**src/rtl/se_pair_scheduler_if.sv**
```systemverilog
// ---------------------------------------------------------------------------
// se_pair_scheduler_if
// Bundles every handshake/data signal around the SE pair scheduler:
//   cmd_*          tester command channel (valid/ready)
//   se_*           shared inst/op1/op2 plus per-instance cond, request and
//                  result channels for SE instances A and B
//   rpt_*          report channel (results, latencies, leak/mismatch/timeout)
//   leak_seen      sticky leak indication (tied 0 unless
//                  SE_SCHED_LEAK_STICKY_EN is defined in the scheduler build)
// Modports:
//   slave  - scheduler view
//   master - environment view (tester source, both SE copies, report sink)
// ---------------------------------------------------------------------------
interface se_pair_scheduler_if #(
    parameter int DATA_W = 128,
    parameter int INST_W = 8,
    parameter int LAT_W  = 16
);
    logic [INST_W-1:0] cmd_inst;
    logic [DATA_W-1:0] cmd_op1;
    logic [DATA_W-1:0] cmd_op2;
    logic [DATA_W-1:0] cmd_cond_a;
    logic [DATA_W-1:0] cmd_cond_b;
    logic              cmd_valid;
    logic              cmd_ready;

    logic [INST_W-1:0] se_inst;
    logic [DATA_W-1:0] se_op1;
    logic [DATA_W-1:0] se_op2;
    logic [DATA_W-1:0] se_cond_a;
    logic [DATA_W-1:0] se_cond_b;
    logic              se_in_valid_a;
    logic              se_in_valid_b;
    logic              se_in_ready_a;
    logic              se_in_ready_b;
    logic [DATA_W-1:0] se_result_a;
    logic [DATA_W-1:0] se_result_b;
    logic              se_out_valid_a;
    logic              se_out_valid_b;
    logic              se_out_ready_a;
    logic              se_out_ready_b;

    logic [DATA_W-1:0] rpt_result_a;
    logic [DATA_W-1:0] rpt_result_b;
    logic [LAT_W-1:0]  rpt_lat_a;
    logic [LAT_W-1:0]  rpt_lat_b;
    logic              rpt_leak;
    logic              rpt_mismatch;
    logic              rpt_timeout;
    logic              rpt_valid;
    logic              rpt_ready;
    logic              leak_seen;

    modport slave (
        input  cmd_inst, cmd_op1, cmd_op2, cmd_cond_a, cmd_cond_b, cmd_valid,
        output cmd_ready,
        output se_inst, se_op1, se_op2, se_cond_a, se_cond_b,
        output se_in_valid_a, se_in_valid_b,
        input  se_in_ready_a, se_in_ready_b,
        input  se_result_a, se_result_b, se_out_valid_a, se_out_valid_b,
        output se_out_ready_a, se_out_ready_b,
        output rpt_result_a, rpt_result_b, rpt_lat_a, rpt_lat_b,
        output rpt_leak, rpt_mismatch, rpt_timeout, rpt_valid,
        input  rpt_ready,
        output leak_seen
    );

    modport master (
        output cmd_inst, cmd_op1, cmd_op2, cmd_cond_a, cmd_cond_b, cmd_valid,
        input  cmd_ready,
        input  se_inst, se_op1, se_op2, se_cond_a, se_cond_b,
        input  se_in_valid_a, se_in_valid_b,
        output se_in_ready_a, se_in_ready_b,
        output se_result_a, se_result_b, se_out_valid_a, se_out_valid_b,
        input  se_out_ready_a, se_out_ready_b,
        input  rpt_result_a, rpt_result_b, rpt_lat_a, rpt_lat_b,
        input  rpt_leak, rpt_mismatch, rpt_timeout, rpt_valid,
        output rpt_ready,
        input  leak_seen
    );
endinterface

```
**src/rtl/se_pair_scheduler.sv**
```systemverilog
// ---------------------------------------------------------------------------
// se_pair_scheduler
// Issues one operation at a time to two SE instances (same public inst/op1/
// op2, private cond per instance), measures each instance's completion
// latency and reports results, latencies, leak/mismatch/timeout flags.
//
// Ports:
//   clock    - system clock
//   reset_n  - asynchronous active-low reset
//   bus      - se_pair_scheduler_if.slave (cmd, SE A/B, report channels)
//
// Build option:
//   SE_SCHED_LEAK_STICKY_EN - when defined, leak_seen is a sticky OR of
//                             rpt_leak|rpt_timeout over all reports, cleared
//                             only by reset_n; otherwise leak_seen is tied 0.
//
// state    | meaning
// ---------+-------------------------------------------------------------
// S_IDLE   | cmd_ready high, waiting for a command
// S_ISSUE  | presenting the request to whichever side has not accepted yet
// S_WAIT   | both accepted, collecting remaining results
// S_REPORT | rpt_valid high, holding the report until rpt_ready
// ---------------------------------------------------------------------------
module se_pair_scheduler #(
    parameter int DATA_W  = 128,
    parameter int INST_W  = 8,
    parameter int LAT_W   = 16,
    parameter int TIMEOUT = 1023
) (
    input  logic                clock,
    input  logic                reset_n,
    se_pair_scheduler_if.slave  bus
);

    typedef enum logic [1:0] {
        S_IDLE   = 2'd0,
        S_ISSUE  = 2'd1,
        S_WAIT   = 2'd2,
        S_REPORT = 2'd3
    } state_t;

    state_t            r_state;
    state_t            w_next_state;

    logic [INST_W-1:0] r_inst;
    logic [DATA_W-1:0] r_op1;
    logic [DATA_W-1:0] r_op2;
    logic [DATA_W-1:0] r_cond_a;
    logic [DATA_W-1:0] r_cond_b;

    logic              r_acc_a;
    logic              r_acc_b;
    logic              r_cap_a;
    logic              r_cap_b;
    logic [LAT_W-1:0]  r_cyc;

    logic [DATA_W-1:0] r_cap_res_a;
    logic [DATA_W-1:0] r_cap_res_b;
    logic [LAT_W-1:0]  r_cap_lat_a;
    logic [LAT_W-1:0]  r_cap_lat_b;

    logic [DATA_W-1:0] r_rpt_res_a;
    logic [DATA_W-1:0] r_rpt_res_b;
    logic [LAT_W-1:0]  r_rpt_lat_a;
    logic [LAT_W-1:0]  r_rpt_lat_b;
    logic              r_rpt_leak;
    logic              r_rpt_mismatch;
    logic              r_rpt_timeout;

    logic              w_active;
    logic              w_in_valid_a;
    logic              w_in_valid_b;
    logic              w_in_hs_a;
    logic              w_in_hs_b;
    logic              w_out_ready_a;
    logic              w_out_ready_b;
    logic              w_out_hs_a;
    logic              w_out_hs_b;
    logic              w_done;
    logic              w_tmo;
    logic              w_rpt_enter;
    logic [DATA_W-1:0] w_fin_res_a;
    logic [DATA_W-1:0] w_fin_res_b;
    logic [LAT_W-1:0]  w_fin_lat_a;
    logic [LAT_W-1:0]  w_fin_lat_b;

    assign w_active      = (r_state == S_ISSUE) || (r_state == S_WAIT);
    assign w_in_valid_a  = (r_state == S_ISSUE) && !r_acc_a;
    assign w_in_valid_b  = (r_state == S_ISSUE) && !r_acc_b;
    assign w_in_hs_a     = w_in_valid_a && bus.se_in_ready_a;
    assign w_in_hs_b     = w_in_valid_b && bus.se_in_ready_b;
    assign w_out_ready_a = w_active && r_acc_a && !r_cap_a;
    assign w_out_ready_b = w_active && r_acc_b && !r_cap_b;
    assign w_out_hs_a    = w_out_ready_a && bus.se_out_valid_a;
    assign w_out_hs_b    = w_out_ready_b && bus.se_out_valid_b;

    // Completion includes a capture happening in this very cycle, so a pair
    // of 1-cycle SEs turns around in IDLE/ISSUE/WAIT/REPORT = 4 cycles.
    assign w_done = (r_state == S_WAIT) && (r_cap_a || w_out_hs_a) && (r_cap_b || w_out_hs_b);
    assign w_tmo  = w_active && !w_done && (r_cyc == LAT_W'(TIMEOUT));
    assign w_rpt_enter = w_done || w_tmo;

    // Values loaded into the report on entry; an uncaptured side reports
    // result 0 with an all-ones latency.
    assign w_fin_res_a = w_out_hs_a ? bus.se_result_a : (r_cap_a ? r_cap_res_a : '0);
    assign w_fin_res_b = w_out_hs_b ? bus.se_result_b : (r_cap_b ? r_cap_res_b : '0);
    assign w_fin_lat_a = w_out_hs_a ? r_cyc : (r_cap_a ? r_cap_lat_a : '1);
    assign w_fin_lat_b = w_out_hs_b ? r_cyc : (r_cap_b ? r_cap_lat_b : '1);

    always_comb begin
        w_next_state = r_state;
        case (r_state)
            S_IDLE: begin
                if (bus.cmd_valid) begin
                    w_next_state = S_ISSUE;
                end
            end
            S_ISSUE: begin
                if (w_tmo) begin
                    w_next_state = S_REPORT;
                end else if ((r_acc_a || w_in_hs_a) && (r_acc_b || w_in_hs_b)) begin
                    w_next_state = S_WAIT;
                end
            end
            S_WAIT: begin
                if (w_rpt_enter) begin
                    w_next_state = S_REPORT;
                end
            end
            S_REPORT: begin
                if (bus.rpt_ready) begin
                    w_next_state = S_IDLE;
                end
            end
            default: w_next_state = S_IDLE;
        endcase
    end

    always_ff @(posedge clock or negedge reset_n) begin
        if (!reset_n) begin
            r_state <= S_IDLE;
        end else begin
            r_state <= w_next_state;
        end
    end

    always_ff @(posedge clock or negedge reset_n) begin
        if (!reset_n) begin
            r_inst         <= '0;
            r_op1          <= '0;
            r_op2          <= '0;
            r_cond_a       <= '0;
            r_cond_b       <= '0;
            r_acc_a        <= 1'b0;
            r_acc_b        <= 1'b0;
            r_cap_a        <= 1'b0;
            r_cap_b        <= 1'b0;
            r_cyc          <= '0;
            r_cap_res_a    <= '0;
            r_cap_res_b    <= '0;
            r_cap_lat_a    <= '0;
            r_cap_lat_b    <= '0;
            r_rpt_res_a    <= '0;
            r_rpt_res_b    <= '0;
            r_rpt_lat_a    <= '0;
            r_rpt_lat_b    <= '0;
            r_rpt_leak     <= 1'b0;
            r_rpt_mismatch <= 1'b0;
            r_rpt_timeout  <= 1'b0;
        end else begin
            case (r_state)
                S_IDLE: begin
                    if (bus.cmd_valid) begin
                        r_inst   <= bus.cmd_inst;
                        r_op1    <= bus.cmd_op1;
                        r_op2    <= bus.cmd_op2;
                        r_cond_a <= bus.cmd_cond_a;
                        r_cond_b <= bus.cmd_cond_b;
                        r_acc_a  <= 1'b0;
                        r_acc_b  <= 1'b0;
                        r_cap_a  <= 1'b0;
                        r_cap_b  <= 1'b0;
                        r_cyc    <= '0;
                    end
                end
                S_ISSUE, S_WAIT: begin
                    if (w_in_hs_a) r_acc_a <= 1'b1;
                    if (w_in_hs_b) r_acc_b <= 1'b1;
                    if (w_out_hs_a) begin
                        r_cap_a     <= 1'b1;
                        r_cap_res_a <= bus.se_result_a;
                        r_cap_lat_a <= r_cyc;
                    end
                    if (w_out_hs_b) begin
                        r_cap_b     <= 1'b1;
                        r_cap_res_b <= bus.se_result_b;
                        r_cap_lat_b <= r_cyc;
                    end
                    if (r_cyc != '1) begin
                        r_cyc <= r_cyc + LAT_W'(1);
                    end
                    if (w_rpt_enter) begin
                        r_rpt_res_a    <= w_fin_res_a;
                        r_rpt_res_b    <= w_fin_res_b;
                        r_rpt_lat_a    <= w_fin_lat_a;
                        r_rpt_lat_b    <= w_fin_lat_b;
                        r_rpt_leak     <= (w_fin_lat_a != w_fin_lat_b);
                        r_rpt_mismatch <= (w_fin_res_a != w_fin_res_b);
                        r_rpt_timeout  <= w_tmo;
                    end
                end
                default: ;
            endcase
        end
    end

`ifdef SE_SCHED_LEAK_STICKY_EN
    logic r_leak_seen;

    always_ff @(posedge clock or negedge reset_n) begin
        if (!reset_n) begin
            r_leak_seen <= 1'b0;
        end else if (w_rpt_enter && ((w_fin_lat_a != w_fin_lat_b) || w_tmo)) begin
            r_leak_seen <= 1'b1;
        end
    end

    assign bus.leak_seen = r_leak_seen;
`else
    assign bus.leak_seen = 1'b0;
`endif

    // Gated by reset_n so cmd_ready reads 0 while reset is held.
    assign bus.cmd_ready      = (r_state == S_IDLE) && reset_n;
    assign bus.se_inst        = r_inst;
    assign bus.se_op1         = r_op1;
    assign bus.se_op2         = r_op2;
    assign bus.se_cond_a      = r_cond_a;
    assign bus.se_cond_b      = r_cond_b;
    assign bus.se_in_valid_a  = w_in_valid_a;
    assign bus.se_in_valid_b  = w_in_valid_b;
    assign bus.se_out_ready_a = w_out_ready_a;
    assign bus.se_out_ready_b = w_out_ready_b;
    assign bus.rpt_result_a   = r_rpt_res_a;
    assign bus.rpt_result_b   = r_rpt_res_b;
    assign bus.rpt_lat_a      = r_rpt_lat_a;
    assign bus.rpt_lat_b      = r_rpt_lat_b;
    assign bus.rpt_leak       = r_rpt_leak;
    assign bus.rpt_mismatch   = r_rpt_mismatch;
    assign bus.rpt_timeout    = r_rpt_timeout;
    assign bus.rpt_valid      = (r_state == S_REPORT);

endmodule
```
**src/flat_wrapper.sv**
```systemverilog
// flat-port wrapper written by rule: the top's interface ports become plain ports
module se_pair_scheduler_flat 
#(
    parameter int DATA_W  = 128,
    parameter int INST_W  = 8,
    parameter int LAT_W   = 16,
    parameter int TIMEOUT = 1023
)
  (clock, reset_n, bus_cmd_inst, bus_cmd_op1, bus_cmd_op2, bus_cmd_cond_a, bus_cmd_cond_b, bus_cmd_valid, bus_cmd_ready, bus_se_inst, bus_se_op1, bus_se_op2, bus_se_cond_a, bus_se_cond_b, bus_se_in_valid_a, bus_se_in_valid_b, bus_se_in_ready_a, bus_se_in_ready_b, bus_se_result_a, bus_se_result_b, bus_se_out_valid_a, bus_se_out_valid_b, bus_se_out_ready_a, bus_se_out_ready_b, bus_rpt_result_a, bus_rpt_result_b, bus_rpt_lat_a, bus_rpt_lat_b, bus_rpt_leak, bus_rpt_mismatch, bus_rpt_timeout, bus_rpt_valid, bus_rpt_ready, bus_leak_seen);
  se_pair_scheduler_if #(.DATA_W(DATA_W), .INST_W(INST_W), .LAT_W(LAT_W)) bus_i ();
  input  logic clock;
  input  logic reset_n;
  input wire logic [$bits(bus_i.cmd_inst)-1:0] bus_cmd_inst;
  input wire logic [$bits(bus_i.cmd_op1)-1:0] bus_cmd_op1;
  input wire logic [$bits(bus_i.cmd_op2)-1:0] bus_cmd_op2;
  input wire logic [$bits(bus_i.cmd_cond_a)-1:0] bus_cmd_cond_a;
  input wire logic [$bits(bus_i.cmd_cond_b)-1:0] bus_cmd_cond_b;
  input wire logic [$bits(bus_i.cmd_valid)-1:0] bus_cmd_valid;
  output wire logic [$bits(bus_i.cmd_ready)-1:0] bus_cmd_ready;
  output wire logic [$bits(bus_i.se_inst)-1:0] bus_se_inst;
  output wire logic [$bits(bus_i.se_op1)-1:0] bus_se_op1;
  output wire logic [$bits(bus_i.se_op2)-1:0] bus_se_op2;
  output wire logic [$bits(bus_i.se_cond_a)-1:0] bus_se_cond_a;
  output wire logic [$bits(bus_i.se_cond_b)-1:0] bus_se_cond_b;
  output wire logic [$bits(bus_i.se_in_valid_a)-1:0] bus_se_in_valid_a;
  output wire logic [$bits(bus_i.se_in_valid_b)-1:0] bus_se_in_valid_b;
  input wire logic [$bits(bus_i.se_in_ready_a)-1:0] bus_se_in_ready_a;
  input wire logic [$bits(bus_i.se_in_ready_b)-1:0] bus_se_in_ready_b;
  input wire logic [$bits(bus_i.se_result_a)-1:0] bus_se_result_a;
  input wire logic [$bits(bus_i.se_result_b)-1:0] bus_se_result_b;
  input wire logic [$bits(bus_i.se_out_valid_a)-1:0] bus_se_out_valid_a;
  input wire logic [$bits(bus_i.se_out_valid_b)-1:0] bus_se_out_valid_b;
  output wire logic [$bits(bus_i.se_out_ready_a)-1:0] bus_se_out_ready_a;
  output wire logic [$bits(bus_i.se_out_ready_b)-1:0] bus_se_out_ready_b;
  output wire logic [$bits(bus_i.rpt_result_a)-1:0] bus_rpt_result_a;
  output wire logic [$bits(bus_i.rpt_result_b)-1:0] bus_rpt_result_b;
  output wire logic [$bits(bus_i.rpt_lat_a)-1:0] bus_rpt_lat_a;
  output wire logic [$bits(bus_i.rpt_lat_b)-1:0] bus_rpt_lat_b;
  output wire logic [$bits(bus_i.rpt_leak)-1:0] bus_rpt_leak;
  output wire logic [$bits(bus_i.rpt_mismatch)-1:0] bus_rpt_mismatch;
  output wire logic [$bits(bus_i.rpt_timeout)-1:0] bus_rpt_timeout;
  output wire logic [$bits(bus_i.rpt_valid)-1:0] bus_rpt_valid;
  input wire logic [$bits(bus_i.rpt_ready)-1:0] bus_rpt_ready;
  output wire logic [$bits(bus_i.leak_seen)-1:0] bus_leak_seen;
  assign bus_i.cmd_inst = bus_cmd_inst;
  assign bus_i.cmd_op1 = bus_cmd_op1;
  assign bus_i.cmd_op2 = bus_cmd_op2;
  assign bus_i.cmd_cond_a = bus_cmd_cond_a;
  assign bus_i.cmd_cond_b = bus_cmd_cond_b;
  assign bus_i.cmd_valid = bus_cmd_valid;
  assign bus_cmd_ready = bus_i.cmd_ready;
  assign bus_se_inst = bus_i.se_inst;
  assign bus_se_op1 = bus_i.se_op1;
  assign bus_se_op2 = bus_i.se_op2;
  assign bus_se_cond_a = bus_i.se_cond_a;
  assign bus_se_cond_b = bus_i.se_cond_b;
  assign bus_se_in_valid_a = bus_i.se_in_valid_a;
  assign bus_se_in_valid_b = bus_i.se_in_valid_b;
  assign bus_i.se_in_ready_a = bus_se_in_ready_a;
  assign bus_i.se_in_ready_b = bus_se_in_ready_b;
  assign bus_i.se_result_a = bus_se_result_a;
  assign bus_i.se_result_b = bus_se_result_b;
  assign bus_i.se_out_valid_a = bus_se_out_valid_a;
  assign bus_i.se_out_valid_b = bus_se_out_valid_b;
  assign bus_se_out_ready_a = bus_i.se_out_ready_a;
  assign bus_se_out_ready_b = bus_i.se_out_ready_b;
  assign bus_rpt_result_a = bus_i.rpt_result_a;
  assign bus_rpt_result_b = bus_i.rpt_result_b;
  assign bus_rpt_lat_a = bus_i.rpt_lat_a;
  assign bus_rpt_lat_b = bus_i.rpt_lat_b;
  assign bus_rpt_leak = bus_i.rpt_leak;
  assign bus_rpt_mismatch = bus_i.rpt_mismatch;
  assign bus_rpt_timeout = bus_i.rpt_timeout;
  assign bus_rpt_valid = bus_i.rpt_valid;
  assign bus_i.rpt_ready = bus_rpt_ready;
  assign bus_leak_seen = bus_i.leak_seen;
  se_pair_scheduler #(.DATA_W(DATA_W), .INST_W(INST_W), .LAT_W(LAT_W), .TIMEOUT(TIMEOUT)) u_core (.clock(clock), .reset_n(reset_n), .bus(bus_i));
endmodule
```
**config.mk**
```make
export PLATFORM = sky130hd
export DESIGN_NAME = se_pair_scheduler_flat
export DESIGN_NICKNAME = d
export VERILOG_FILES = /design/src/rtl/se_pair_scheduler_if.sv /design/src/rtl/se_pair_scheduler.sv /design/src/flat_wrapper.sv
export SDC_FILE = /design/constraint.sdc
export NUM_CORES = 2
export LEC_CHECK = 0
export ABC_AREA = 1
export ABC_CLOCK_PERIOD_IN_PS = 6000
export BUFFER_PORTS_ARGS = -buffer_cell sky130_fd_sc_hd__buf_2
export CAP_MARGIN = 20
export CORE_AREA = 2 2 626 628
export CTS_CLUSTER_DIAMETER = 80
export DETAILED_ROUTE_END_ITERATION = 16
export DIE_AREA = 0 0 628 630
export HOLD_SLACK_MARGIN = 0.15
export PLACE_DENSITY = 0.35
export REMOVE_ABC_BUFFERS = 1
export SLEW_MARGIN = 20
export SYNTH_ARGS = -nofsm -noshare
export SYNTH_HDL_FRONTEND = slang
export SYNTH_SLANG_ARGS = --single-unit
```
**constraint.sdc**
```tcl
create_clock -name clock -period 6 [get_ports clock]
set_input_delay 1.2 -clock clock [delete_from_list [all_inputs] [get_ports clock]]
set_output_delay 1.2 -clock clock [all_outputs]
set_load 0.02 [all_outputs]
```
==> impl_results.md <==
* WHS at 0.3596 ns
* Initial antenna violation count at 153
* Final Non-Filler Cells at 11674
* Most frequent cells in the layout: buf_2, nand2_1, dfrtp_1
* Initial Utilization at 12.53%
* Most common cell after layout, fill and taps aside: buf_2
* Chip width at 628 um
* FF+latch count, synth at 1121
* Post-route DRC at 0
* Via count at 41428
* Resize count post-CTS at 0
* Remaining antenna violation count at 0
* First-pass GRT wire length at 395100 um
* Top-area cell type share of the netlist area at 57.67%
* Initial drt markers at 2312
* CP Class: reg -> out
* Total gr overflow at 0
* Final setup fails at 0
* VDD IR max at 0.3770 mV
* Post-synth EDFFs at 0
* Syn_area_per_cell at 10.31 um2
* Final hold vios at 0
* Max clock buf depth at 4
* Root Buffer: clkbuf_16
* Worst path required time at 4.80 ns
* Startpoint Class: flop
* Crit path capture type: primary output
* GP Congestion at 0.9103
* Post-CTS Setup Inserts at 0
* Reg2Reg Depth at 19
* Relative slew slack at 28.87%
* Io pins at 1602
* Synthesis Warnings at 0
* CTS tree: yes
* Core Region at 0.3882 mm2
* Cts bufs inserted at 165
* Detailed Route WL at 297100 um
* Clock skew at 0.06350 ns
* Worst-path clk slew at 0.05 ns
* # Max-Cap Violations at 0
* Max Clk Rate at 199.5 MHz
* DR WL/cell at 25.45 um
* Worst skew pair latency at 0.85 ns
* Mapped Area at 0.04864 mm2
* Async S/R FF share, synth at 100.0%
* WP data arrival at 3.81 ns
* Predominant post-synthesis flop cell: dfrtp_1
* Crit-path max FO at 59
* Vias/cell at 3.549
* Post-DP HPWL at 237600 um
* CTS Hold Bufs at 0
* Layout area overhead at 40.18%
* Power Density at 625.0 mW/mm2
* CP dominant cell by count: buf_4
* Period minus WS final at 5.013 ns
* Synth area leaders: dfrtp_1, mux2_2, nand2_1, o21ai_0, nand3b_1
* HP Class: in -> async
* Layout cell share with drive strength beyond 1 at 38.42%
* Worst slew pin tran at 1.067 ns
* Status: complete, no violations
* GRT Total Usage at 14.53%
* Inst Count DP at 11317
* Leak at 33.09 nW
* H-tree depth at 4
* Yosys top cell by area: dfrtp_1
* Die height at 630 um
* CP peak stage delay at 0.75 ns
* Syn Inst Count at 4720
* Detailed-router iteration count before antenna repair at 6
* Vias in the first global route at 42164
* Post-synth cell types at 40
* Tcrit/Tclk final at 83.55%
* Seq/Total Area, Yosys at 57.67%
* Crit path cell chain: inv_1, ha_1, nand2_1, nor2_4, buf_4, buf_4, buf_2
* Die area at 0.3956 mm2
* PortBufs at 1600
* Row count at 229
* Largest net degree at the start of global routing at 156
* Max-slew violation count at 0
* Nets at 7076
* RSZ-0062 raised after global routing: no
* Sink Count at 1121
* Critical path's slowest cell: buf_4
-- metal layers --
layer	track usage (%)	vias to the layer above	share of wire, %
met2	26.86	1397	52
met5	0	-	0.18
li1	-	18765	-
met4	6.219	80	4.7
met1	15.24	20685	36
met3	4.118	501	6.8
-- where the power goes --
group	internal, mW	switching, mW
logic	6.14	13.2
clock network	6.00	4.02
registers	11.2	2.05
total	23.3	19.3
-- flip-flops by register name, indices dropped and copies added (netlist names), 128 cells and up --
name                     count
u_core.bus.se_cond_a       128
u_core.bus.se_op1          128
u_core.bus.rpt_result_a    128
u_core.r_cap_res_b         128
u_core.bus.rpt_result_b    128
u_core.r_cap_res_a         128
u_core.bus.se_cond_b       128
u_core.bus.se_op2          128
-- cells in the mapped netlist (2+ instances only) --
| master | number |
|---|---|
| nand3b_1 | 166 |
| xnor2_1 | 41 |
| ha_1 | 5 |
| buf_2 | 53 |
| nand3_1 | 37 |
| o21ai_0 | 391 |
| o21ai_1 | 36 |
| a21oi_1 | 26 |
| a32o_1 | 2 |
| clkbuf_1 | 155 |
| nor4_1 | 2 |
| nand2_1 | 1347 |
| o22ai_1 | 29 |
| a21boi_0 | 114 |
| or2_2 | 2 |
| nor2_1 | 70 |
| nand4_1 | 56 |
| o21a_1 | 127 |
| buf_1 | 11 |
| mux2_2 | 520 |
| buf_6 | 48 |
| nor3_1 | 9 |
| buf_4 | 4 |
| or2_1 | 8 |
| inv_2 | 3 |
| clkinv_1 | 19 |
| inv_1 | 303 |
| xor2_1 | 4 |
| dfrtp_1 | 1121 |
-- logic make-up (layout without fill, tap and decap cells) --
| logic type | count (synthesis) | count (layout) | share of synthesized area (%) |
|---|---|---|---|
| and+or+nand+nor | 1705 | 1705 | 15.02 |
| DFF | 1121 | 1121 | 57.67 |
| AOI/OAI and AO/OA | 726 | 726 | 8.810 |
| buffers and inverters | 597 | 2285 | 5.520 |
| muxes | 520 | 520 | 12.04 |
| xor gates and xnor gates | 45 | 45 | 0.8102 |
| adders and majority gates | 5 | 5 | 0.1286 |
| other | 1 | 70 | 0.007709 |
-- critical path: cells and delay by family, from the launching register on --
family                     cells  cell delay, ns
adders and majority gates      1            0.58
DFF                            1            0.42
buffers and inverters          4            1.59
and+or+nand+nor                2            0.36
-- metrics by stage --
stage | area [um2] | TNS, ns | util, % | setup slack, ns | total power [mW]
6_report | 68190 | 0 | 17.56 | 0.9871 | 42.62
5_1_grt | 68140 | 0 | 17.55 | 0.7194 | 45.40
4_1_cts | 68010 | 0 | 17.52 | 0.7026 | 43.95
3_5_place_dp | 62560 | 0 | 16.11 | 1.096 | 33.54
3_3_place_gp | 62560 | 0 | 16.11 | 1.089 | 33.42
2_1_floorplan | 47180 | -6908.28 | - | -9.458 | 24.08
-- area by class of cell --
class                           count  area, um2
Inverter                          326       1236
Clock buffer                      233       4746
Timing Repair Buffer             1671       8831
Antenna cell                       69      172.7
Sequential cell                  1121      28060
Tap cell                         5197       6502
Fill cell                       43531     320100
Multi-Input combinational cell   3002      17930
Clock inverter                     55      706.9
-- worst paths after layout --
| path | from | end | slack [ns] |
|---|---|---|---|
| min in group clock | u_core.bus.rpt_lat_a[4]$_DFFE_PN0P_ | u_core.bus.rpt_lat_a[4]$_DFFE_PN0P_ | 0.47 |
| worst max register to register | u_core.r_state[1]$_DFFE_PN0P_ | u_core.bus.rpt_mismatch$_DFFE_PN0P_ | 1.59 |
| worst max-delay path | u_core.r_state[1]$_DFFE_PN0P_ | bus_se_out_ready_b | 0.99 |
| worst min register to register | u_core.bus.rpt_lat_a[4]$_DFFE_PN0P_ | u_core.bus.rpt_lat_a[4]$_DFFE_PN0P_ | 0.47 |
| worst min-delay path | reset_n | u_core.r_cap_res_b[50]$_DFFE_PN0P_ | 0.36 |
| max in group asynchronous | reset_n | u_core.bus.se_op2[112]$_DFFE_PN0P_ | 3.42 |
(Power assumes the default switching activity.)
